--- src/rtl/ex_div_unit.sv ---
`default_nettype none
// ============================================================================
// Module   : ex_div_unit
// Purpose  : Iterative radix-2 restoring divide/remainder unit for the EX
//            stage (RV32M DIV, DIVU, REM, REMU). One quotient bit is produced
//            per cycle, MSB first, followed by a sign-fixup cycle. This keeps
//            the combinational divider off the ALU critical path.
// Ports    :
//   clk        in   1      rising-edge clock
//   rst_n      in   1      asynchronous, active-low reset
//   start      in   1      request; sampled only when ready==1
//   op         in   2      00 DIV, 01 DIVU, 10 REM, 11 REMU
//   a          in   WIDTH  dividend (rs1)
//   b          in   WIDTH  divisor (rs2)
//   flush      in   1      kill of the in-flight operation
//   ready      out  1      IDLE or DONE: a new start is accepted
//   busy       out  1      CALC or SIGN
//   done       out  1      one-cycle pulse, result valid this cycle
//   result     out  WIDTH  quotient or remainder, held until replaced
//   stall_req  out  1      busy | (start & ready & ~flush), to hazard unit
// Revision : 1.0  initial release
// ============================================================================
module ex_div_unit #(
    parameter int WIDTH = 32
) (
    input  logic             clk,
    input  logic             rst_n,
    input  logic             start,
    input  logic [1:0]       op,
    input  logic [WIDTH-1:0] a,
    input  logic [WIDTH-1:0] b,
    input  logic             flush,
    output logic             ready,
    output logic             busy,
    output logic             done,
    output logic [WIDTH-1:0] result,
    output logic             stall_req
);

    localparam int CNT_W = $clog2(WIDTH);
    localparam logic [CNT_W-1:0] C_LAST_STEP = CNT_W'(WIDTH - 1);

    typedef enum logic [1:0] {
        S_IDLE = 2'd0,
        S_CALC = 2'd1,
        S_SIGN = 2'd2,
        S_DONE = 2'd3
    } state_t;

    // ------------------------------------------------------------------
    // State and datapath registers
    // ------------------------------------------------------------------
    state_t             state_q,   state_d;
    logic [1:0]         op_q,      op_d;
    logic               neg_quo_q, neg_quo_d;   // quotient must be negated
    logic               neg_rem_q, neg_rem_d;   // remainder must be negated
    logic [WIDTH-1:0]   divisor_q, divisor_d;   // |b|
    logic [WIDTH-1:0]   quot_q,    quot_d;      // |a| shifting out, quotient shifting in
    logic [WIDTH-1:0]   rem_q,     rem_d;       // partial remainder, always < |b|
    logic [CNT_W-1:0]   cnt_q,     cnt_d;
    logic [WIDTH-1:0]   result_q,  result_d;

    // ------------------------------------------------------------------
    // Combinational helpers
    // ------------------------------------------------------------------
    logic               w_accept;
    logic               w_signed_op;
    logic               w_a_neg;
    logic               w_b_neg;
    logic [WIDTH-1:0]   w_a_abs;
    logic [WIDTH-1:0]   w_b_abs;
    logic [WIDTH:0]     w_rem_shift;
    logic               w_rem_ge;
    logic [WIDTH-1:0]   w_rem_diff;
    logic [WIDTH-1:0]   w_quo_fix;
    logic [WIDTH-1:0]   w_rem_fix;

    assign ready     = (state_q == S_IDLE) || (state_q == S_DONE);
    assign busy      = (state_q == S_CALC) || (state_q == S_SIGN);
    assign done      = (state_q == S_DONE);
    assign result    = result_q;
    assign w_accept  = start && ready && !flush;
    assign stall_req = busy || w_accept;

    // Unsigned ops (op[0]==1) ignore operand signs entirely.
    assign w_signed_op = ~op[0];
    assign w_a_neg     = w_signed_op & a[WIDTH-1];
    assign w_b_neg     = w_signed_op & b[WIDTH-1];
    // -2^(W-1) negates to itself, which read as unsigned is the correct magnitude.
    assign w_a_abs     = w_a_neg ? -a : a;
    assign w_b_abs     = w_b_neg ? -b : b;

    // One restoring step. The shifted remainder needs WIDTH+1 bits since it
    // can reach 2*|b|-1. When it is >= |b| the true difference is < |b|, so
    // the low WIDTH bits of the subtraction are exact.
    assign w_rem_shift = {rem_q, quot_q[WIDTH-1]};
    assign w_rem_ge    = (w_rem_shift >= {1'b0, divisor_q});
    assign w_rem_diff  = w_rem_shift[WIDTH-1:0] - divisor_q;

    // Sign fixup; the overflow case (-2^(W-1) / -1) lands on 0x80..0 / 0
    // without special handling.
    assign w_quo_fix   = neg_quo_q ? -quot_q : quot_q;
    assign w_rem_fix   = neg_rem_q ? -rem_q  : rem_q;

    // ------------------------------------------------------------------
    // Next-state and datapath logic
    // ------------------------------------------------------------------
    always_comb begin
        state_d   = state_q;
        op_d      = op_q;
        neg_quo_d = neg_quo_q;
        neg_rem_d = neg_rem_q;
        divisor_d = divisor_q;
        quot_d    = quot_q;
        rem_d     = rem_q;
        cnt_d     = cnt_q;
        result_d  = result_q;

        unique case (state_q)
            S_IDLE, S_DONE: begin
                if (w_accept) begin
                    op_d = op;
                    if (b == '0) begin
                        // Divide by zero: REM* returns the dividend, DIV* all-ones.
                        result_d = op[1] ? a : '1;
                        state_d  = S_DONE;
                    end else begin
                        neg_quo_d = w_a_neg ^ w_b_neg;
                        neg_rem_d = w_a_neg;
                        divisor_d = w_b_abs;
                        quot_d    = w_a_abs;
                        rem_d     = '0;
                        cnt_d     = '0;
                        state_d   = S_CALC;
                    end
                end else if (state_q == S_DONE) begin
                    state_d = S_IDLE;
                end
            end

            S_CALC: begin
                if (w_rem_ge) begin
                    rem_d  = w_rem_diff;
                    quot_d = {quot_q[WIDTH-2:0], 1'b1};
                end else begin
                    rem_d  = w_rem_shift[WIDTH-1:0];
                    quot_d = {quot_q[WIDTH-2:0], 1'b0};
                end
                cnt_d = cnt_q + 1'b1;
                if (cnt_q == C_LAST_STEP) begin
                    state_d = S_SIGN;
                end
            end

            S_SIGN: begin
                result_d = op_q[1] ? w_rem_fix : w_quo_fix;
                state_d  = S_DONE;
            end

            default: begin
                state_d = S_IDLE;
            end
        endcase

        // Flush overrides everything: no done, result left untouched.
        if (flush) begin
            state_d  = S_IDLE;
            result_d = result_q;
        end
    end

    // ------------------------------------------------------------------
    // Registers
    // ------------------------------------------------------------------
    always_ff @(posedge clk or negedge rst_n) begin
        if (!rst_n) begin
            state_q   <= S_IDLE;
            op_q      <= '0;
            neg_quo_q <= 1'b0;
            neg_rem_q <= 1'b0;
            divisor_q <= '0;
            quot_q    <= '0;
            rem_q     <= '0;
            cnt_q     <= '0;
            result_q  <= '0;
        end else begin
            state_q   <= state_d;
            op_q      <= op_d;
            neg_quo_q <= neg_quo_d;
            neg_rem_q <= neg_rem_d;
            divisor_q <= divisor_d;
            quot_q    <= quot_d;
            rem_q     <= rem_d;
            cnt_q     <= cnt_d;
            result_q  <= result_d;
        end
    end

endmodule
`default_nettype wire

--- config.mk ---
export PLATFORM = sky130hd
export DESIGN_NAME = ex_div_unit
export DESIGN_NICKNAME = d
export VERILOG_FILES = /design/src/rtl/ex_div_unit.sv
export SDC_FILE = /design/constraint.sdc
export NUM_CORES = 1
export LEC_CHECK = 0
export CAP_MARGIN = 25
export CORE_UTILIZATION = 50
export CTS_CLUSTER_DIAMETER = 50
export DETAILED_ROUTE_END_ITERATION = 16
export HOLD_SLACK_MARGIN = 0.02
export PLACE_DENSITY_LB_ADDON = 0.08
export SYNTH_ARGS = -nofsm -noshare
export SYNTH_HDL_FRONTEND = slang
export SYNTH_SLANG_ARGS = --single-unit
--- constraint.sdc ---
create_clock -name clk -period 3.5 [get_ports clk]
set_input_delay 0.525 -clock clk [delete_from_list [all_inputs] [get_ports clk]]
set_output_delay 0.525 -clock clk [all_outputs]
set_load 0.02 [all_outputs]
==> results.sh <==
export IMPL_cp_start_kind="flop"
export IMPL_postCtsSetupBuffers=0
export IMPL_p_switching_mw=4.13
export IMPL_placedCellCount=1744
export IMPL_drt_iter0_drc=708
export IMPL_utilization_pct=62.3
export IMPL_async_flop_share_pct=100
export IMPL_top_layer="met4"
export IMPL_antenna_left=0
export IMPL_io_buffers=105
export IMPL_routabilityCongestion=0.943
export IMPL_relSlewSlack_pct=50.6
export IMPL_die_area_sq_um=22200
export IMPL_yosys_warnings=0
export IMPL_worst_r2r_setup_slack_ps=280
export IMPL_setup_slack_ps=283
export IMPL_initial_core_util_pct=51.2
export IMPL_boundaryPins=106
export IMPL_grt_usage_pct=31.1
export IMPL_seqCellArea_sq_um=3450
export IMPL_vias=10400
export IMPL_yosysUniqueCellTypes=73
export IMPL_wl_met1_microns=14900
export IMPL_synth_seq_cells=138
export IMPL_status="completed"
export IMPL_final_common_cell="nand2_1"
export IMPL_dieWidth_microns=149
export IMPL_drt_pass1_iterations=7
export IMPL_cts_tree="built"
export IMPL_final_area_sq_um=13100
export IMPL_cts_num_sinks=138
export IMPL_grt_pass1_vias=9840
export IMPL_insertion_delay_ps=430
export IMPL_numCtsBuffers=17
export IMPL_final_cell_mix="nand2_1, dfrtp_1, nor2_1"
export IMPL_synth_edf_count=0
export IMPL_power_internal_mw=5.26
export IMPL_cp_arrival_ps=3580
export IMPL_setup_tns_ps=0
export IMPL_dp_slack_ps=228
export IMPL_coreArea_sq_um=21100
export IMPL_rsz0062_at_grt="no"
export IMPL_period_minus_slack_ps=3220
export IMPL_finClkSkew_ps=12.8
export IMPL_setup_viol=0
export IMPL_avgSynthCellArea_sq_um=7.83
export IMPL_synth_area_top_cells="dfrtp_1, nand2_1, xor2_1"
export IMPL_wl_met2_microns=15000
export IMPL_end_kind="flop"
export IMPL_finalCritPeriodShare_pct=91.9
export IMPL_worstSetupPathType="flop to flop"
export IMPL_antenna_cells=0
export IMPL_grt_pass1_wl_microns=53200
export IMPL_combPwrFrac_pct=52.3
export IMPL_cts_buffer_depth=2
export IMPL_drv_cap=0
export IMPL_clk_pin_slew_ps=70
export IMPL_h_tree_depth=4
export IMPL_multi_input_area_sq_um=6830
export IMPL_grt_max_degree=67
export IMPL_switching_share_pct=44.0
export IMPL_max_freq_mhz=311
export IMPL_drc=0
export IMPL_synth_cells=1378
export IMPL_met3_length_microns=1850
export IMPL_clockPowerShare_pct=20.3
export IMPL_root_buffer="clkbuf_16"
export IMPL_synth_main_ff_cell="dfrtp_1"
export IMPL_fin_cells=1777
export IMPL_synth_top_cell_area_share_pct=32.0
export IMPL_seq_area_frac_synth_pct=32.0
export IMPL_routed_via_density=5.87
export IMPL_drt_wirelength_per_cell_microns=18.6
export IMPL_drive_gt1_share_pct=8.19
export IMPL_hold_violations=0
export IMPL_yosys_area_top_type="dfrtp_1"
export IMPL_seqPwrFrac_pct=27.4
export IMPL_grt_antenna_before_repair=0
export IMPL_slew_violations=0
export IMPL_synthesis_nets=1490
export IMPL_rows=53
export IMPL_die_height_microns=149
export IMPL_syn_to_final_growth_pct=21.7
export IMPL_syn_cell_area_sq_um=10800
export IMPL_totalWireLength_microns=33100
export IMPL_min_path_type="primary input to async pin"
export IMPL_crit_required_ps=3860
export IMPL_nNetsFinal=1601
export IMPL_cp_max_fo=5
export IMPL_ir_worst_vdd_mv=0.314
export IMPL_nFillCells=1891
export IMPL_placed_cell_area_sq_um=12500
export IMPL_overflow=0
export IMPL_worstMarginPinSlew_ps=742
export IMPL_hpwl_microns=25600
export IMPL_powerDensity_nw_per_um2=714
export IMPL_leakagePower_nw=5.70
-- what timing repair did --
item	CTS	global route
gates resized for setup	0	4
hold buffers	0	0
endpoints found under the hold margin	0	0
endpoints found under the setup margin	0	4
-- synthesized netlist by cell type, types with 18 or more instances --
master and instances:
xor2_1 72, dfrtp_1 138, a21oi_1 124, nor2_1 132, ha_1 41, xnor2_1 71, nor3_1 20, o21ai_1 75
nand3_1 18, o31ai_1 27, o22ai_1 53, inv_1 58, o21ai_0 77, nand2_1 175, mux2i_1 35, clkbuf_1 56
-- cells by family (layout without fill, tap and decap cells) --
group                      after synthesis  in the layout  synth area share [%]
muxes                                   36             36                  3.35
adders and majority gates               42             42                  4.94
AOI/OAI and AO/OA                      456            456                  25.4
and+or+nand+nor                        425            425                  17.7
DFF                                    138            138                  32.0
xor gates and xnor gates               143            143                  11.6
buffers and inverters                  138            262                  5.01
-- routing by layer --
layer | track usage, % | up-vias
met5 | 0 | -
met3 | 4.65 | 70
met2 | 48.9 | 356
li1 | - | 5133
met1 | 41.8 | 4871
met4 | 14.9 | 0
-- registers in the layout (all words and copies together) (netlist names) --
name       cells
rem_q         32
result        32
state_q        2
op_q           1
neg_quo_q      1
neg_rem_q      1
cnt_q          5
divisor_q     32
quot_q        32
-- final timing paths --
path | startpoint | end | cells after the start
setup / recovery | divisor_q[2]$_DFFE_PN0P_ | rem_q[31]$_DFFE_PN0P_ | 11
hold / removal | rst_n | result[10]$_DFFE_PN0P_ | 1
setup reg to reg | divisor_q[2]$_DFFE_PN0P_ | rem_q[31]$_DFFE_PN0P_ | 11
hold reg to reg | divisor_q[23]$_DFFE_PN0P_ | divisor_q[23]$_DFFE_PN0P_ | 2
max in group asynchronous | rst_n | op_q[1]$_DFFE_PN0P_ | 2
min in group clk | divisor_q[23]$_DFFE_PN0P_ | divisor_q[23]$_DFFE_PN0P_ | 2
-- power by group through the flow --
stage               Sequential (mW)  Combinational, mW  Clock (mW)
finish                         2.57               4.91        1.90
CTS                            2.66               4.77        1.93
detailed placement             2.68               4.75           0
floorplan                      2.62               3.16           0
global placement               2.67               4.68           0
global route                   2.64               5.42        2.00
-- per-stage QoR --
step                      hold slack (ps)  power (mW)
after CTS                            50.1        9.36
after detailed placement              470        7.43
final                                40.4        9.38
after global placement                464        7.35
after global routing                 69.1        10.1
after floorplan                       229        5.78
-- worst max-delay path, cell delays in order, from the launching register on --
cell	delay [ps]
dfrtp_1	320
inv_1	70
ha_1	390
nand3_1	160
o21bai_1	230
a211o_1	350
a211o_1	320
a211oi_1	450
o311ai_1	270
a2111oi_0	430
a41oi_1	80
nand2_1	90
-- area by class of cell --
type	instances	area share (%)
multi-input combinational	1102	52.0
sequential	138	26.3
timing repair buffer	171	12.7
clock buffer	20	3.40
tap	275	2.62
inverter	59	1.69
clock inverter	12	1.24
Note: power is estimated with default switching activity, not from simulation.
